$ cat config.mk
export PLATFORM = sky130hd
export DESIGN_NAME = gated_reg_bank
export DESIGN_NICKNAME = d
export VERILOG_FILES = /design/src/rtl/gated_reg_bank.sv
export SDC_FILE = /design/constraint.sdc
export NUM_CORES = 1
export LEC_CHECK = 0
export ABC_AREA = 1
export CELL_PAD_IN_SITES_DETAIL_PLACEMENT = 1
export CELL_PAD_IN_SITES_GLOBAL_PLACEMENT = 1
export CORE_ASPECT_RATIO = 0.6
export CORE_MARGIN = 5
export CORE_UTILIZATION = 32
export DETAILED_ROUTE_END_ITERATION = 10
export PLACE_DENSITY = 0.82
export SLEW_MARGIN = 15
export SYNTH_ARGS = -nofsm -noshare
export SYNTH_HDL_FRONTEND = slang
export SYNTH_SLANG_ARGS = --single-unit
$ cat constraint.sdc
create_clock -name clk -period 1.7 [get_ports clk]
set_input_delay 0.17 -clock clk [delete_from_list [all_inputs] [get_ports clk]]
set_output_delay 0.17 -clock clk [all_outputs]
set_load 0.02 [all_outputs]
$ cat src/rtl/gated_reg_bank.sv
// Bank of CH independent WIDTH-bit registers with per-channel gate and clear,
// operating globally as plain flop, first-capture sticky, accumulator or shifter.
module gated_reg_bank #(
    parameter int WIDTH = 8,
    parameter int CH    = 4
) (
    input  logic                  clk,
    input  logic                  rst_n,
    input  logic [CH*WIDTH-1:0]   d,
    input  logic [CH-1:0]         g,
    input  logic [CH-1:0]         clr,
    input  logic [1:0]            mode,
    output logic [CH*WIDTH-1:0]   q,
    output logic [CH-1:0]         vld,
    output logic [CH-1:0]         ovf
);

    typedef enum logic [1:0] {
        MODE_FLOP   = 2'b00,
        MODE_STICKY = 2'b01,
        MODE_ACCUM  = 2'b10,
        MODE_SHIFT  = 2'b11
    } mode_e;

    mode_e mode_s;
    assign mode_s = mode_e'(mode);

    for (genvar k = 0; k < CH; k++) begin : g_ch
        logic [WIDTH-1:0] d_s;
        logic [WIDTH-1:0] q_r;
        logic [WIDTH-1:0] q_nxt_s;
        logic [WIDTH:0]   sum_s;
        logic             vld_r;
        logic             vld_nxt_s;
        logic             ovf_r;
        logic             ovf_nxt_s;

        assign d_s   = d[k*WIDTH +: WIDTH];
        assign sum_s = {1'b0, q_r} + {1'b0, d_s};

        // Next-state for this channel; clear wins over gate, ovf only ever sets.
        always_comb begin
            q_nxt_s   = q_r;
            vld_nxt_s = vld_r;
            ovf_nxt_s = ovf_r;
            if (clr[k]) begin
                q_nxt_s   = {WIDTH{1'b0}};
                vld_nxt_s = 1'b0;
                ovf_nxt_s = 1'b0;
            end else if (g[k]) begin
                case (mode_s)
                    MODE_FLOP: begin
                        q_nxt_s   = d_s;
                        vld_nxt_s = 1'b1;
                    end
                    MODE_STICKY: begin
                        // vld doubles as the "already captured" arm bit
                        if (vld_r) begin
                            ovf_nxt_s = 1'b1;
                        end else begin
                            q_nxt_s   = d_s;
                            vld_nxt_s = 1'b1;
                        end
                    end
                    MODE_ACCUM: begin
                        q_nxt_s   = sum_s[WIDTH-1:0];
                        vld_nxt_s = 1'b1;
                        ovf_nxt_s = ovf_r | sum_s[WIDTH];
                    end
                    MODE_SHIFT: begin
                        q_nxt_s   = {q_r[WIDTH-2:0], d_s[0]};
                        vld_nxt_s = 1'b1;
                        ovf_nxt_s = ovf_r | q_r[WIDTH-1];
                    end
                    default: begin
                        q_nxt_s   = q_r;
                        vld_nxt_s = vld_r;
                        ovf_nxt_s = ovf_r;
                    end
                endcase
            end else begin
                q_nxt_s   = q_r;
                vld_nxt_s = vld_r;
                ovf_nxt_s = ovf_r;
            end
        end

        // Channel state register; async reset discards any partial accumulation.
        always_ff @(posedge clk or negedge rst_n) begin
            if (!rst_n) begin
                q_r   <= {WIDTH{1'b0}};
                vld_r <= 1'b0;
                ovf_r <= 1'b0;
            end else begin
                q_r   <= q_nxt_s;
                vld_r <= vld_nxt_s;
                ovf_r <= ovf_nxt_s;
            end
        end

        assign q[k*WIDTH +: WIDTH] = q_r;
        assign vld[k]              = vld_r;
        assign ovf[k]              = ovf_r;
    end

endmodule

# Yosys cells after proc, flatten, opt, wreduce, memory -nomap -nowiden
# Cells that the tools add are included.
# classes
n_eq_ne	11
n_bitwise	8
reduce_logical	18
addsub	4
mux	41
# ops
cell	count
8-bit case mux with 4 select lines	4
8-bit 2-to-1 mux	12
8-bit by 8-bit adder with 9-bit output	4
3-bit != test, second input constant	8
1-bit 2-to-1 mux	21
4-bit nonzero test	4
1-bit case mux with 3 select lines	4
3-bit AND reduction	4
1-bit bitwise OR	8
2-bit AND reduction	4
2-bit nonzero test	4
2-bit equality test, second input constant	2
4-bit OR reduction	1
2-bit by 1-bit equality test with 1-bit output, second input constant	1
2-bit logical NOT	1
# totals
out_inout_bits	40
register_bits	40
elab_cells	94
input_bits	44

# Logic depth before layout (Yosys ltp)
# depth
ltp_word	5
mapped_depth	11

# Worst setup path before layout
# Ideal clock, no wire load.
# synth_path
path_kind	reg-to-reg
from	register g_ch[2].q_r[0]
to	register g_ch[2].ovf_r
t_arrival_ps	1556
n_path_buf	0
synth_period_minus_slack_ps	1672
path_stages_with_launch	11
required_time_ps	1584
setup_slack_ps	28
path_cell_list	dfrtp_1 -> ha_1 -> fa_1 -> nand3_1 -> nand3_1 -> nand2_1 -> nand2_1 -> nand2_1 -> nand2_1 -> nand2_1 -> nand2_1
# synth_via
elab_chain_cells	5
# synth_rtl
element	line_no	text
start, declared	30	logic [WIDTH-1:0] q_r;
start signal, assigned	91	q_r <= {WIDTH{1'b0}};
start signal, assigned	95	q_r <= q_nxt_s;
8-bit by 8-bit adder with 9-bit output	39	assign sum_s = {1'b0, q_r} + {1'b0, d_s};
1-bit bitwise OR	68	ovf_nxt_s = ovf_r | sum_s[WIDTH];
1-bit case mux with 3 select lines	51	case (mode_s)
1-bit 2-to-1 mux	50	end else if (g[k]) begin
1-bit 2-to-1 mux	46	if (clr[k]) begin
end signal, assigned	97	ovf_r <= ovf_nxt_s;
end, declared	35	logic ovf_r;
# No other way between the ends. The select of a mux whose other input is x is not followed.
# A chain may end at the register's enable or synchronous reset.

# Worst setup path in the final report
# layout_path
from	register g_ch[2].q_r[0]
to	output q[16]
# layout_lines
element	line_no	text
end, declared	13	output logic [CH*WIDTH-1:0] q,
# No word-level cell between the ends.

==> impl_metrics.py <==
metrics = {
    "floorplan": {
        "core_area_um2": 11490,
        "starting_density_of_the_core": 0.3316,
        "design.portCount": 84,
        "placementRows": 30,
        "die_height_um": 94.51,
        "die_area_um2": 14260,
        "die_x_um": 150.8,
    },
    "final_layout": {
        "most_frequent_standard_cell_in_the_layout_excluding_fill_and_tap_cells": "sky130_fd_sc_hd__nand2_1",
        "antenna-diode-count": 0,
        "syn2layout_area_growth_pct": 47.86,
        "most-common-layout-cells": "sky130_fd_sc_hd__nand2_1 (253), sky130_fd_sc_hd__inv_1 (88), sky130_fd_sc_hd__clkdlybuf4s50_1 (80)",
        "fin_util": 0.4903,
        "final_layout_size_suffix_gt1_frac": 0.1649,
        "post_layout_nonfiller_instances": 912,
        "nNetsFinal": 831,
    },
    "sta": {
        "max_clock_freq_ghz": 0.5994,
        "final_hold_viol_count": 0,
        "min_period_over_period": 0.9814,
        "slew_viol_final": 0,
        "rsz0062_at_grt": "true",
        "tightest_slew_ns": 0.5891,
        "post-route-worst-setup-slack_ns": 0.03169,
        "post-route-min-period_ns": 1.668,
        "finalSetupViolations": 0,
        "fin_skew_ns": 0.003592,
        "relSlewSlack": 0.6073,
    },
    "route": {
        "wire_per_inst_um": 16.54,
        "drt-initial-drc-count": 174,
        "drt-pass1-iter-count": 4,
        "drt.antenna.violating_nets": 0,
        "drc": 0,
        "route.detailed.vias_per_inst": 5.022,
        "detailroute.via_count": 4580,
        "drt_wl_total_um": 15080,
    },
    "synthesis": {
        "ys_seq_area_frac": 0.2628,
        "yosys.area.top_type_share": 0.2628,
        "synth-seq-cells": 40,
        "synthesis.area_per_instance_um2": 6.233,
        "synth_cells": 611,
        "synth.mux.area_fraction": 0.007884,
        "synth_compound_gate_area_share": 0.09034,
        "synthesized_area_fraction_occupied_by_and_or_nand_nor_cells": 0.3906,
        "synth_area_um2": 3809,
        "synth_area_leader_cell": "sky130_fd_sc_hd__dfrtp_1",
        "combinational_family_with_the_most_area_after_synthesis": "simple AND/OR/NAND/NOR gates",
        "post_synth_num_cell_types": 24,
        "synthXorXnorAreaFrac": 0,
        "synth_warnings": 0,
        "synth.net_count": 691,
        "ys_top_cells_by_area": "sky130_fd_sc_hd__dfrtp_1 (26%), sky130_fd_sc_hd__nand2_1 (25%), sky130_fd_sc_hd__ha_1 (11%)",
        "synth_adder_area_share": 0.1261,
    },
    "hold_path": {
        "hold_path_depth": 3,
        "min-delay-path-class": "primary input to register",
        "whs_endpoint": "g_ch[1].q_r[1]",
        "hold_path_startpoint": "d[9]",
    },
    "grt": {
        "global_route.usage.total": 0.2120,
        "maximum_number_of_pins_on_one_net_before_global_route_repair": 41,
        "gr-total-overflow": 0,
        "first_pass_grt_wire_length_um": 24210,
        "antenna_violations_before_repair": 0,
        "grt_pass1_vias": 4917,
    },
    "critical_path": {
        "rr_endpoint": "g_ch[1].q_r[4]",
        "timing.reg2reg.worst_path_depth": 8,
        "critPathRequiredTime_ns": 1.53,
        "worst-r2r-setup-slack_ns": 0.04,
        "worst_setup_path_start_kind": "register",
        "path_cells": "buf_4 > buf_4 > clkdlybuf4s50_1",
        "crit-reg2reg-launch": "g_ch[1].q_r[0]",
        "critPathCaptureType": "primary output",
        "critical_path_class": "register to primary output",
        "critPathSlowestCell": "sky130_fd_sc_hd__clkdlybuf4s50_1",
        "critical-path-top-cell-by-count": "sky130_fd_sc_hd__buf_4",
        "timing.critical_path.arrival_ns": 1.50,
        "crit_path_max_incr_delay_ns": 0.53,
        "critical_path_fanout_max": 2,
    },
    "run_status": {
        "outcome": "complete, no violations",
    },
    "flow_run": {
        "maxCapViolations": 0,
    },
    "power_and_ir_drop": {
        "power_density_over_the_cells_nw_per_um2": 731.2,
        "ir_worst_vdd_mv": 0.3648,
        "leakage_nw": 3.071,
    },
    "placement": {
        "detailedPlace.worstSlack_ns": -0.3129,
        "detailedPlacementHpwl_um": 11640,
        "globalplace.congestion": 0.8529,
        "port-buffer-count": 83,
        "dp.cells": 898,
    },
    "clock_network": {
        "cts.sink_count": 40,
        "cts_tree": "yes",
        "cts_max_level": 2,
        "clock_latency_ns": 0.30,
        "numCtsBuffers": 5,
        "ctsLongestPathBuffers": 2,
        "cts_root_buf": "sky130_fd_sc_hd__clkbuf_16",
        "reg_clk_slew_reported_paths_ns": 0.07,
    },
}
==> how the worst max path moves through the flow <==
stage	start	to	slack (ns)	cells after the start
6_report	g_ch[2].q_r[0]	q[16]	0.03	3
5_1_grt	g_ch[1].q_r[0]	g_ch[1].q_r[4]	-0.07	8
4_1_cts	g_ch[3].q_r[0]	g_ch[3].q_r[4]	-0.006	8
3_5_place_dp	d[0]	g_ch[0].q_r[4]	-0.31	9
3_3_place_gp	d[16]	g_ch[2].ovf_r	-0.23	11
2_1_floorplan	g_ch[2].q_r[0]	g_ch[2].ovf_r	0.03	10
==> power by group <==
group	switching, mW	internal (mW)
Combinational	0.985	0.816
Sequential	0.115	1.05
Clock	0.460	0.692
==> cell usage after synthesis <==
cell type,n
sky130_fd_sc_hd__nand2_1,255
sky130_fd_sc_hd__inv_1,88
sky130_fd_sc_hd__nand3_1,68
sky130_fd_sc_hd__dfrtp_1,40
sky130_fd_sc_hd__ha_1,32
sky130_fd_sc_hd__nor2_1,32
sky130_fd_sc_hd__a21oi_1,20
sky130_fd_sc_hd__o21ai_0,11
sky130_fd_sc_hd__buf_4,10
sky130_fd_sc_hd__o22ai_1,7
sky130_fd_sc_hd__buf_2,6
sky130_fd_sc_hd__o21ai_1,6
sky130_fd_sc_hd__a211oi_1,4
sky130_fd_sc_hd__a221oi_1,4
sky130_fd_sc_hd__fa_1,4
sky130_fd_sc_hd__nand4_1,4
sky130_fd_sc_hd__nor2_2,4
sky130_fd_sc_hd__o21ai_2,4
sky130_fd_sc_hd__clkbuf_1,3
sky130_fd_sc_hd__mux2i_1,3
sky130_fd_sc_hd__inv_2,2
sky130_fd_sc_hd__o211ai_1,2
sky130_fd_sc_hd__buf_6,1
sky130_fd_sc_hd__nor2_8,1
==> layer usage <==
layer  share of wire  GRT usage  up-vias
met5               0          0        -
met1            0.46     0.2782     2236
met3           0.052    0.04269       13
met4          0.0093    0.03544        0
li1                -          -     2214
met2            0.48     0.3677      117
==> metrics by stage <==
step	setup TNS (ns)	cell area [um2]	total power [mW]	hold slack, ns
2_1_floorplan	0	3809	2.060	-0.1256
3_5_place_dp	-6.141	5225	2.854	0.2938
3_3_place_gp	-3.662	5225	2.769	0.2907
4_1_cts	-0.005862	5423	4.037	0.4965
6_report	0	5632	4.118	0.4232
5_1_grt	-0.1617	5632	4.357	0.4520
==> logic make-up (layout without fill, tap and decap cells) <==
kind of cell / count (synthesis) / count (layout)
buf+inv: 110 / 251
compound gates: 58 / 58
simple gates: 364 / 364
fa+ha+maj: 36 / 36
flops: 40 / 40
mux: 3 / 3
==> critical path, delay by kind of cell (launching register included) <==
family,cells,cell delay (ns)
buffers and inverters,3,0.79
DFF,1,0.41
==> area by class of cell <==
type | instances | area, um2
clock buffer | 5 | 125.1
clock inverter | 3 | 42.54
fill | 1510 | 5854
inverter | 90 | 337.8
multi-input combinational | 461 | 2529
sequential | 40 | 1001
tap | 160 | 200.2
timing repair buffer | 153 | 1396
==> state kept, by name, summed over array words and instances, names as in the netlist <==
| register | cells |
|---|---|
| g_ch.ovf_r | 4 |
| g_ch.q_r | 32 |
| g_ch.vld_r | 4 |
==> what timing repair did <==
item | 4_1_cts | 5_1_grt
setup endpoints to repair | 11 | 20
setup buffers | 0 | 5
hold endpoints to repair | 40 | 0
pin swaps | 2 | 12
hold buffers | 1 | 0
resized for setup | 9 | 37
gates cloned | 0 | 0
Note: power is estimated with default switching activity, not from simulation.
